## src/rtl/yarp_pkg.sv

```systemverilog
// Shared types for the yarp core memory path.
package yarp_pkg;

  // Memory access size; 2'b10 is not a legal encoding.
  typedef enum logic [1:0] {
    BYTE      = 2'b00,
    HALF_WORD = 2'b01,
    WORD      = 2'b11
  } mem_access_size_t;

  typedef enum logic [1:0] {
    IDLE,
    REQ,
    RSP
  } arb_state_t;

  typedef enum logic [1:0] {
    NONE,
    INSTR,
    DATA
  } mem_owner_t;

  // Transaction captured at grant time; drives the bus and formats the response.
  typedef struct packed {
    logic [31:0]      addr;
    logic             we;
    logic [3:0]       be;
    logic [31:0]      wdata;
    mem_access_size_t size;
    logic [1:0]       lane;
    logic             zero_extnd;
  } mem_txn_t;

endpackage

```

## src/rtl/yarp_mem_fmt.sv

```systemverilog
// Store lane formatting, load extraction/extension and misalignment detection.
module yarp_mem_fmt
  import yarp_pkg::*;
(
  input  mem_access_size_t st_size_i,
  input  logic [1:0]       st_lane_i,
  input  logic [31:0]      st_wdata_i,
  output logic [3:0]       st_be_o,
  output logic [31:0]      st_wdata_o,
  output logic             misalign_o,
  input  mem_access_size_t ld_size_i,
  input  logic [1:0]       ld_lane_i,
  input  logic             ld_zero_extnd_i,
  input  logic [31:0]      ld_rdata_i,
  output logic [31:0]      ld_data_o
);

  logic [7:0]  ld_byte;
  logic [15:0] ld_half;

  // Store side: byte enables, lane-replicated data and alignment check.
  always_comb begin
    st_be_o    = 4'b0000;
    st_wdata_o = st_wdata_i;
    misalign_o = 1'b0;
    case (st_size_i)
      BYTE: begin
        st_be_o    = 4'b0001 << st_lane_i;
        st_wdata_o = {4{st_wdata_i[7:0]}};
      end
      HALF_WORD: begin
        st_be_o    = 4'b0011 << {st_lane_i[1], 1'b0};
        st_wdata_o = {2{st_wdata_i[15:0]}};
        misalign_o = st_lane_i[0];
      end
      WORD: begin
        st_be_o    = 4'hF;
        misalign_o = |st_lane_i;
      end
      default: misalign_o = 1'b1;
    endcase
  end

  // Load side: pick the addressed lane, then sign- or zero-extend.
  always_comb begin
    ld_byte   = ld_rdata_i[8*ld_lane_i +: 8];
    ld_half   = ld_rdata_i[16*ld_lane_i[1] +: 16];
    ld_data_o = ld_rdata_i;
    case (ld_size_i)
      BYTE:      ld_data_o = {{24{ld_byte[7] & ~ld_zero_extnd_i}}, ld_byte};
      HALF_WORD: ld_data_o = {{16{ld_half[15] & ~ld_zero_extnd_i}}, ld_half};
      default:   ld_data_o = ld_rdata_i;
    endcase
  end

endmodule

```

## src/rtl/yarp_mem_arb.sv

```systemverilog
// Arbitrates instruction fetch and load/store onto one req/gnt/rvalid memory bus.
module yarp_mem_arb
  import yarp_pkg::*;
#(
  parameter int unsigned DATA_BURST_MAX = 4
) (
  input  logic        clk,
  input  logic        reset,
  input  logic        instr_req_i,
  input  logic [31:0] instr_addr_i,
  output logic        instr_gnt_o,
  output logic        instr_rvalid_o,
  output logic [31:0] instr_rdata_o,
  input  logic        data_req_i,
  input  logic [31:0] data_addr_i,
  input  logic        data_wr_i,
  input  logic [1:0]  data_byte_i,
  input  logic        data_zero_extnd_i,
  input  logic [31:0] data_wdata_i,
  output logic        data_gnt_o,
  output logic        data_rvalid_o,
  output logic [31:0] data_rdata_o,
  output logic        data_misalign_o,
  output logic        mem_req_o,
  output logic [31:0] mem_addr_o,
  output logic        mem_we_o,
  output logic [3:0]  mem_be_o,
  output logic [31:0] mem_wdata_o,
  input  logic        mem_gnt_i,
  input  logic        mem_rvalid_i,
  input  logic [31:0] mem_rdata_i
);

  arb_state_t       state_q, state_d;
  mem_owner_t       owner_q, owner_d;
  logic [3:0]       burst_cnt_q, burst_cnt_d;
  mem_txn_t         txn_q, txn_d;
  logic             mem_req_q, mem_req_d;

  mem_access_size_t data_size;
  logic [3:0]       st_be;
  logic [31:0]      st_wdata;
  logic             misalign;
  logic [31:0]      ld_data;
  logic             data_win, instr_win, rsp_fire;
  logic             unused_instr_addr;

  assign unused_instr_addr = ^instr_addr_i[1:0];
  assign data_size         = mem_access_size_t'(data_byte_i);

  yarp_mem_fmt u_fmt (
    .st_size_i       (data_size),
    .st_lane_i       (data_addr_i[1:0]),
    .st_wdata_i      (data_wdata_i),
    .st_be_o         (st_be),
    .st_wdata_o      (st_wdata),
    .misalign_o      (misalign),
    .ld_size_i       (txn_q.size),
    .ld_lane_i       (txn_q.lane),
    .ld_zero_extnd_i (txn_q.zero_extnd),
    .ld_rdata_i      (mem_rdata_i),
    .ld_data_o       (ld_data)
  );

  // Data wins unless a waiting fetch has already seen a full burst of data grants.
  assign data_win  = data_req_i & ~(instr_req_i & (burst_cnt_q == 4'(DATA_BURST_MAX)));
  assign instr_win = ~data_win & instr_req_i;

  // Next-state, grant pulses and transaction capture.
  always_comb begin
    state_d         = state_q;
    owner_d         = owner_q;
    burst_cnt_d     = burst_cnt_q;
    txn_d           = txn_q;
    mem_req_d       = mem_req_q;
    instr_gnt_o     = 1'b0;
    data_gnt_o      = 1'b0;
    data_misalign_o = 1'b0;
    case (state_q)
      IDLE: begin
        if (data_win) begin
          data_gnt_o = 1'b1;
          if (misalign) begin
            // Rejected outright: no bus cycle, burst accounting untouched.
            data_misalign_o = 1'b1;
          end else begin
            txn_d = '{addr:       {data_addr_i[31:2], 2'b00},
                      we:         data_wr_i,
                      be:         st_be,
                      wdata:      data_wr_i ? st_wdata : 32'h0,
                      size:       data_size,
                      lane:       data_addr_i[1:0],
                      zero_extnd: data_zero_extnd_i};
            owner_d   = DATA;
            state_d   = REQ;
            mem_req_d = 1'b1;
            if (!instr_req_i)              burst_cnt_d = 4'd0;
            else if (burst_cnt_q != 4'hF)  burst_cnt_d = burst_cnt_q + 4'd1;
          end
        end else if (instr_win) begin
          instr_gnt_o = 1'b1;
          txn_d = '{addr:       {instr_addr_i[31:2], 2'b00},
                    we:         1'b0,
                    be:         4'hF,
                    wdata:      32'h0,
                    size:       WORD,
                    lane:       2'b00,
                    zero_extnd: 1'b0};
          owner_d     = INSTR;
          state_d     = REQ;
          mem_req_d   = 1'b1;
          burst_cnt_d = 4'd0;
        end
      end
      REQ: begin
        if (mem_gnt_i) begin
          state_d   = RSP;
          mem_req_d = 1'b0;
        end
      end
      RSP: begin
        if (mem_rvalid_i) begin
          state_d = IDLE;
          owner_d = NONE;
        end
      end
      default: state_d = IDLE;
    endcase
  end

  // State and bus-facing registers.
  always_ff @(posedge clk or posedge reset) begin
    if (reset) begin
      state_q     <= IDLE;
      owner_q     <= NONE;
      burst_cnt_q <= 4'd0;
      txn_q       <= '0;
      mem_req_q   <= 1'b0;
    end else begin
      state_q     <= state_d;
      owner_q     <= owner_d;
      burst_cnt_q <= burst_cnt_d;
      txn_q       <= txn_d;
      mem_req_q   <= mem_req_d;
    end
  end

  // Response routing to the owner; rvalid outside RSP is dropped.
  always_comb begin
    rsp_fire       = (state_q == RSP) & mem_rvalid_i;
    instr_rvalid_o = rsp_fire & (owner_q == INSTR);
    data_rvalid_o  = rsp_fire & (owner_q == DATA);
    instr_rdata_o  = instr_rvalid_o ? mem_rdata_i : 32'h0;
    data_rdata_o   = (data_rvalid_o & ~txn_q.we) ? ld_data : 32'h0;
  end

  assign mem_req_o   = mem_req_q;
  assign mem_addr_o  = txn_q.addr;
  assign mem_we_o    = txn_q.we;
  assign mem_be_o    = txn_q.be;
  assign mem_wdata_o = txn_q.wdata;

endmodule

```

## config.mk

```make
export PLATFORM = sky130hd
export DESIGN_NAME = yarp_mem_arb
export DESIGN_NICKNAME = d
export VERILOG_FILES = /design/src/rtl/yarp_pkg.sv /design/src/rtl/yarp_mem_fmt.sv /design/src/rtl/yarp_mem_arb.sv
export SDC_FILE = /design/constraint.sdc
export NUM_CORES = 1
export LEC_CHECK = 0
export ABC_AREA = 1
export BUFFER_PORTS_ARGS = -buffer_cell sky130_fd_sc_hd__buf_4
export CAP_MARGIN = 10
export CORE_ASPECT_RATIO = 0.8
export CORE_MARGIN = 4
export CORE_UTILIZATION = 42
export DETAILED_ROUTE_END_ITERATION = 7
export GPL_TIMING_DRIVEN = 0
export PLACE_DENSITY = 0.72
export SYNTH_ARGS = -nofsm -noshare
export SYNTH_HDL_FRONTEND = slang
export SYNTH_SLANG_ARGS = --single-unit
```

## constraint.sdc

```tcl
create_clock -name clk -period 5.6 [get_ports clk]
set_clock_uncertainty 0.05 [all_clocks]
set_input_delay 1.12 -clock clk [delete_from_list [all_inputs] [get_ports clk]]
set_output_delay 1.12 -clock clk [all_outputs]
set_load 0.01 [all_outputs]
```

==> impl_metrics.csv, run 1 <==
group,metric,value,unit
status,outcome,"complete, no violations",
timing,hold_viol,0,
layout,areaGrowthSynthToFinish,45.50,%
clock_tree,post_cts_buffers,0,
global_routing,grt_max_degree,45,
detailed_routing,routed_wl,19070,um
yosys,ys_ff_latch,81,
placement,dp_hpwl,15260,um
floorplan,coreArea,0.01315,sq mm
layout,diodes,0,
timing,fin_ws,1904,ps
critical_path,reg2reg_depth,11,
critical_path,worst-path-max-fanout,10,
global_routing,grt_pass1_vias,6092,
power,p_leak,0.005107,uW
detailed_routing,ant_nets,0,
critical_path,setup.worst_path.start_class,"input port",
timing,tightest_slew,601.1,ps
floorplan,initial_core_util,43.74,%
clock_tree,clock-sinks,81,
clock_tree,path_clk_slew,60,ps
clock_tree,h-tree-depth,3,
timing,finalCriticalPeriod,3696,ps
timing,relSlewSlack,59.93,%
yosys,ys_types,27,
global_routing,grt_usage,23.81,%
detailed_routing,drtPass1Iterations,5,
layout,regArea,0.002027,sq mm
critical_path,crit_start,"mem_rvalid_i",
global_routing,antenna_found_initial,0,
clock_tree,ctsHoldBuffers,0,
placement,port_buffers,272,
yosys,synth_edf_count,0,
layout,multi_input_area,0.002618,sq mm
timing,setup_viol,0,
power,p_per_area,400.0,mW/mm^2
power,vdd_ir_drop_max,213.9,uV
timing,fmax,0.2706,GHz
yosys,synth_warnings,0,
timing,fin_tns_setup,0,ps
global_routing,grt_pass1_wl,30320,um
placement,gp_congestion,0.9133,
clock_tree,clock_path_buffers,2,
detailed_routing,vias,6290,
critical_path,cp-end-kind,"output port",
critical_path,rrSetupSlack,3680,ps
timing,whs,427.5,ps
clock_tree,insertion_delay,330,ps
detailed_routing,first_iter_violations,324,
layout,drive_above_1_share,35.12,%
floorplan,dieArea,0.01564,sq mm
clock_tree,cts_tree,"done",
timing,grt_setup_unrepaired,"false",
clock_tree,ctsRootBufferMaster,"clkbuf_16",
critical_path,cp.required,4430,ps
yosys,netlist_area,0.005751,sq mm
timing,slew_viol_final,0,
global_routing,grt_overflow,0,
floorplan,die_height,112.7,um
worst_hold_path,hp-class,"flop to flop",
clock_tree,cts_buffers,9,
yosys,postSynthAreaPerCell,6.512,sq um
detailed_routing,wire_per_inst,14.15,um
layout,nets,1308,
critical_path,worstSetupEndpoint,"instr_rdata_o[9]",
run,drv_cap,0,
critical_path,crit_arrival,2530,ps
critical_path,critical_path_class,"input port to output port",
critical_path,r2r-end,"mem_wdata_o[31]",
yosys,synthCells,883,
detailed_routing,vias_per_cell,4.666,
detailed_routing,drc,0,
timing,fin_crit_sh,66.00,%
yosys,postSynth.asyncResetShare,100.0,%
floorplan,num_io_pins,277,
yosys,synth-seq-area-share,35.25,%
placement,pre_cts_slack,1912,ps
clock_tree,post_cts_resized,0,
floorplan,rows,37,
floorplan,die_w,138.8,um
yosys,synth_ff_type,"dfrtp_1",
layout,final.fill_count,1288,
critical_path,r2r_start,"burst_cnt_q[0]",
## per-stage QoR
stage | instance area [sq um] | instances | power, uW | util (%)
after floorplan | 5754 | 884 | 2048 | -
after global placement | 8015 | 1331 | 2697 | 60.96
after detailed placement | 8045 | 1332 | 2725 | 61.19
after CTS | 8367 | 1348 | 3377 | 63.64
after global routing | 8367 | 1348 | 3613 | 63.64
final | 8367 | 1348 | 3346 | 63.64
## kinds of logic after synthesis
logic type | count (synthesis) | synth area share (%)
flops | 81 | 35.25
other cells | 1 | 0.06521
fa+ha+maj | 2 | 0.4351
compound gates | 63 | 7.071
simple gates | 538 | 37.73
buf+inv | 197 | 19.30
xor+xnor | 1 | 0.1523
## registers in the layout, summed over array words and instances (netlist names), 2 cells and up
register / flops
mem_wdata_o: 32
mem_addr_o: 30
txn_q: 5
burst_cnt_q: 4
mem_be_o: 4
owner_q: 2
state_q: 2
## routing by layer
metal / up-vias / wire (um) / track usage (%)
met4: 0 / 461 / 6.910
met1: 2815 / 7950 / 29.74
met3: 32 / 1678 / 6.814
li1: 3192 / - / -
met5: - / 0 / 0
met2: 251 / 8978 / 40.34
## cell type report
type / instances / area share, %
multi-input cells: 606 / 31.28
repair buffers: 273 / 24.73
flip-flops and latches: 81 / 24.23
plain buffers: 110 / 9.361
inverters: 87 / 3.933
clock buffers: 11 / 2.901
well taps: 175 / 2.617
clock inverters: 5 / 0.9421
## cells in the mapped netlist, types with 5 or more instances
master | number | area (sq um)
a21oi_1 | 7 | 35.03
dfrtp_1 | 81 | 2027
buf_2 | 14 | 70.07
inv_1 | 82 | 307.8
nor2_2 | 11 | 68.82
nor2_1 | 86 | 322.8
nand2_1 | 369 | 1385
nand3_1 | 58 | 290.3
buf_4 | 72 | 540.5
o21a_1 | 15 | 112.6
o21ai_0 | 28 | 140.1
buf_6 | 11 | 123.9
nand3b_1 | 5 | 37.54
clkbuf_1 | 13 | 48.80
o221ai_1 | 7 | 61.31
inv_2 | 5 | 18.77
## power breakdown
part / leakage, uW / switching [uW] / internal, uW
registers: 0.00105 / 147 / 819
logic: 0.00390 / 878 / 867
clock network: 0.000159 / 233 / 402
total: 0.00511 / 1260 / 2090
## worst max-delay path: stages
cell	delay, ps
buf_4	120
nand2_1	100
inv_1	60
nand3_1	350
clkbuf_1	500
nor2_1	100
buf_4	170
## worst min-delay path by stage
stage | cells past startpoint | to | from
3_5_place_dp | 2 | mem_req_o | mem_req_o
2_1_floorplan | 2 | owner_q[1] | owner_q[1]
5_1_grt | 2 | mem_be_o[2] | mem_be_o[2]
3_3_place_gp | 2 | owner_q[1] | owner_q[1]
4_1_cts | 2 | mem_req_o | mem_req_o
6_report | 2 | mem_wdata_o[10] | mem_wdata_o[10]
## layout by cell type (no fill, tap or decap), drive strengths merged, types with 2 or more instances in the layout
cell    count
o21a       15
nand3      58
or2         3
ha          2
bufinv      2
nand2     374
dfrtp      81
conb        2
nor2       97
clkbuf     24
inv        87
o221ai      7
buf       370
o21ai      29
a21oi       7
o211a       3
nand3b      5
clkinv      3
Power figures use the tool's default switching activity.
==> run 2: changes to the inputs <==
- ABC_AREA: 1 -> 0
- PLACE_DENSITY: 0.72 -> 0.74
- clock period: 5.6 -> 3.47 ns (I/O delays scaled with it)
==> run 2 against run 1 <==
Register-to-register slack got worse by 2500 ps. Setup slack worse by 1600 ps. Sequential cell count is the same. Non-clock buffer count shrank 2. Final cell count shrank 21%. Core utilization grew 2.1 points. Clock power rose by 56%. Die area decreased by 9.9%. Global-route usage grew 1.5 points. Worst hold slack lost 210 ps. Critical endpoint is now data_rdata_o[11]. Largest cell class unchanged. Largest power group unchanged.
==> impl_metrics.csv, run 2 <==
group,metric,value,unit
status,outcome,"complete, no violations",
clock_tree,post_cts_buffers,0,
detailed_routing,first_iter_violations,402,
worst_hold_path,hp-class,"input port to async pin",
yosys,netlist_area,0.005144,sq mm
critical_path,reg2reg_depth,8,
placement,gp_congestion,0.8726,
yosys,synth-seq-area-share,39.41,%
critical_path,path_cells,"clkbuf_1 -> mux2i_1 -> o21ai_0 -> a21oi_1 -> a221oi_1 -> buf_4",
yosys,synthCells,633,
floorplan,rows,35,
critical_path,max_stage_delay,570,ps
timing,tightest_slew,939.1,ps
global_routing,grt_pass1_vias,5520,
clock_tree,post_cts_resized,0,
global_routing,antenna_found_initial,0,
layout,final_common_cell,"buf_4",
clock_tree,h-tree-depth,3,
floorplan,initial_core_util,43.83,%
detailed_routing,drc,0,
clock_tree,clock_path_buffers,2,
detailed_routing,vias_per_cell,5.176,
layout,diodes,0,
floorplan,dieArea,0.01409,sq mm
timing,fmax,0.3163,GHz
global_routing,grt_usage,25.33,%
yosys,synth_commonest_cells,"nand2_1, dfrtp_1, buf_4",
layout,layout_common_cells,"buf_4, nand2_1, dfrtp_1, nor2_1, a31oi_1",
run,drv_cap,0,
yosys,ys_ff_latch,81,
detailed_routing,drtPass1Iterations,7,
critical_path,cp.required,2730,ps
critical_path,r2r-end,"mem_wdata_o[8]",
clock_tree,cts_buffers,9,
timing,finalCriticalPeriod,3161,ps
layout,final_cells,1070,
critical_path,critical_path_class,"flop to output port",
clock_tree,path_clk_slew,70,ps
critical_path,critical_path.top_delay_family,"compound AO/OA/AOI/OAI gates",
clock_tree,clock-sinks,81,
power,p_per_area,665.9,mW/mm^2
critical_path,crit_arrival,2420,ps
yosys,synth_edf_count,0,
layout,post-route-util,65.74,%
clock_tree,insertion_delay,330,ps
floorplan,num_io_pins,277,
global_routing,grt_max_degree,70,
critical_path,crit_start,"txn_q[2]",
global_routing,grt_pass1_wl,28910,um
timing,setup_viol,0,
timing,hold_viol,0,
global_routing,grt_overflow,0,
placement,port_buffers,271,
layout,nets,1057,
critical_path,worstSetupEndpoint,"data_rdata_o[11]",
layout,areaGrowthSynthToFinish,49.99,%
critical_path,rrSetupSlack,1190,ps
timing,grt_setup_unrepaired,"false",
global_routing,busiest_layer,"met2",
detailed_routing,vias,5538,
placement,dp_hpwl,14810,um
layout,drive_above_1_share,41.11,%
yosys,yosysMostFrequentCell,"nand2_1",
yosys,synth_warnings,0,
yosys,synth_area_leaders,"dfrtp_1, buf_4, nand2_1",
layout,largest_reg_flops,32,
detailed_routing,ant_nets,0,
detailed_routing,routed_wl,18540,um
clock_tree,cts_tree,"done",
yosys,synth_ff_type,"dfrtp_1",
yosys,postSynthAreaPerCell,8.126,sq um
critical_path,cp.depth,6,
critical_path,crit_buf_inv,2,
critical_path,crit_slowest_cell,"a21oi_1",
placement,placed_cells,1054,
yosys,synth_top_area_share,39.41,%
global_routing,grt.met2_usage,43.01,%
yosys,ys_types,48,
floorplan,coreArea,0.01174,sq mm
global_routing,met3_usage,8.443,%
floorplan,die_w,131.7,um
power,p_leak,0.004015,uW
timing,fin_crit_sh,91.10,%
critical_path,setup.worst_path.start_class,"flop",
floorplan,die_height,107.0,um
detailed_routing,wire_per_inst,17.33,um
timing,fin_tns_setup,0,ps
timing,relSlewSlack,37.16,%
yosys,postSynth.asyncResetShare,100.0,%
critical_path,worst-path-max-fanout,10,
timing,slew_viol_final,0,
global_routing,grt_use_met1,30.99,%
critical_path,r2r_start,"burst_cnt_q[0]",
clock_tree,ctsHoldBuffers,0,
clock_tree,ctsRootBufferMaster,"clkbuf_16",
yosys,yosysTopAreaCell,"dfrtp_1",
timing,whs,218.8,ps
critical_path,cp-end-kind,"output port",
power,vdd_ir_drop_max,281.9,uV
## run 2: how the worst min path moves through the flow
stage | start | to
finish | reset | mem_addr_o[26]
global route | reset | mem_wdata_o[26]
CTS | reset | mem_wdata_o[26]
detailed placement | mem_wdata_o[27] | mem_wdata_o[27]
global placement | mem_wdata_o[27] | mem_wdata_o[27]
floorplan | mem_wdata_o[10] | mem_wdata_o[10]
## run 2: layout make-up
class / count / area [sq um]
tap: 148 / 185.2
inverter: 32 / 122.6
multi-input combinational: 412 / 2305
sequential: 81 / 2027
timing repair buffer: 272 / 2062
buffer: 109 / 699.4
fill: 1011 / 4021
clock inverter: 6 / 75.07
clock buffer: 10 / 239.0
## run 2: through the flow
step / power, uW / setup WS, ps / area [sq um]
floorplan: 3081 / 645.9 / 5147
global placement: 4089 / -396.0 / 7367
detailed placement: 4157 / 342.1 / 7397
CTS: 5166 / 195.2 / 7711
global route: 5478 / 143.2 / 7715
finish: 5137 / 308.9 / 7715
## run 2: power breakdown
group / internal (uW) / switching [uW]
registers: 1330 / 246
logic: 1330 / 1240
clock network: 587 / 402
total: 3250 / 1890
## run 2: metal layers
metal  up-vias  share of wire (%)
met1      2574                 40
met4         0                2.1
met2       281                 49
li1       2652                  -
met5         -                  0
met3        31                9.4
## run 2: logic make-up after synthesis
logic type | Yosys count | share of synthesized area (%)
AO/OA/AOI/OAI | 150 | 19.02
adder cells (fa/ha/maj) | 2 | 0.4864
buffers and inverters | 141 | 15.93
flip-flops | 81 | 39.41
multiplexers | 26 | 5.084
other | 1 | 0.07290
AND/OR/NAND/NOR | 232 | 20.00
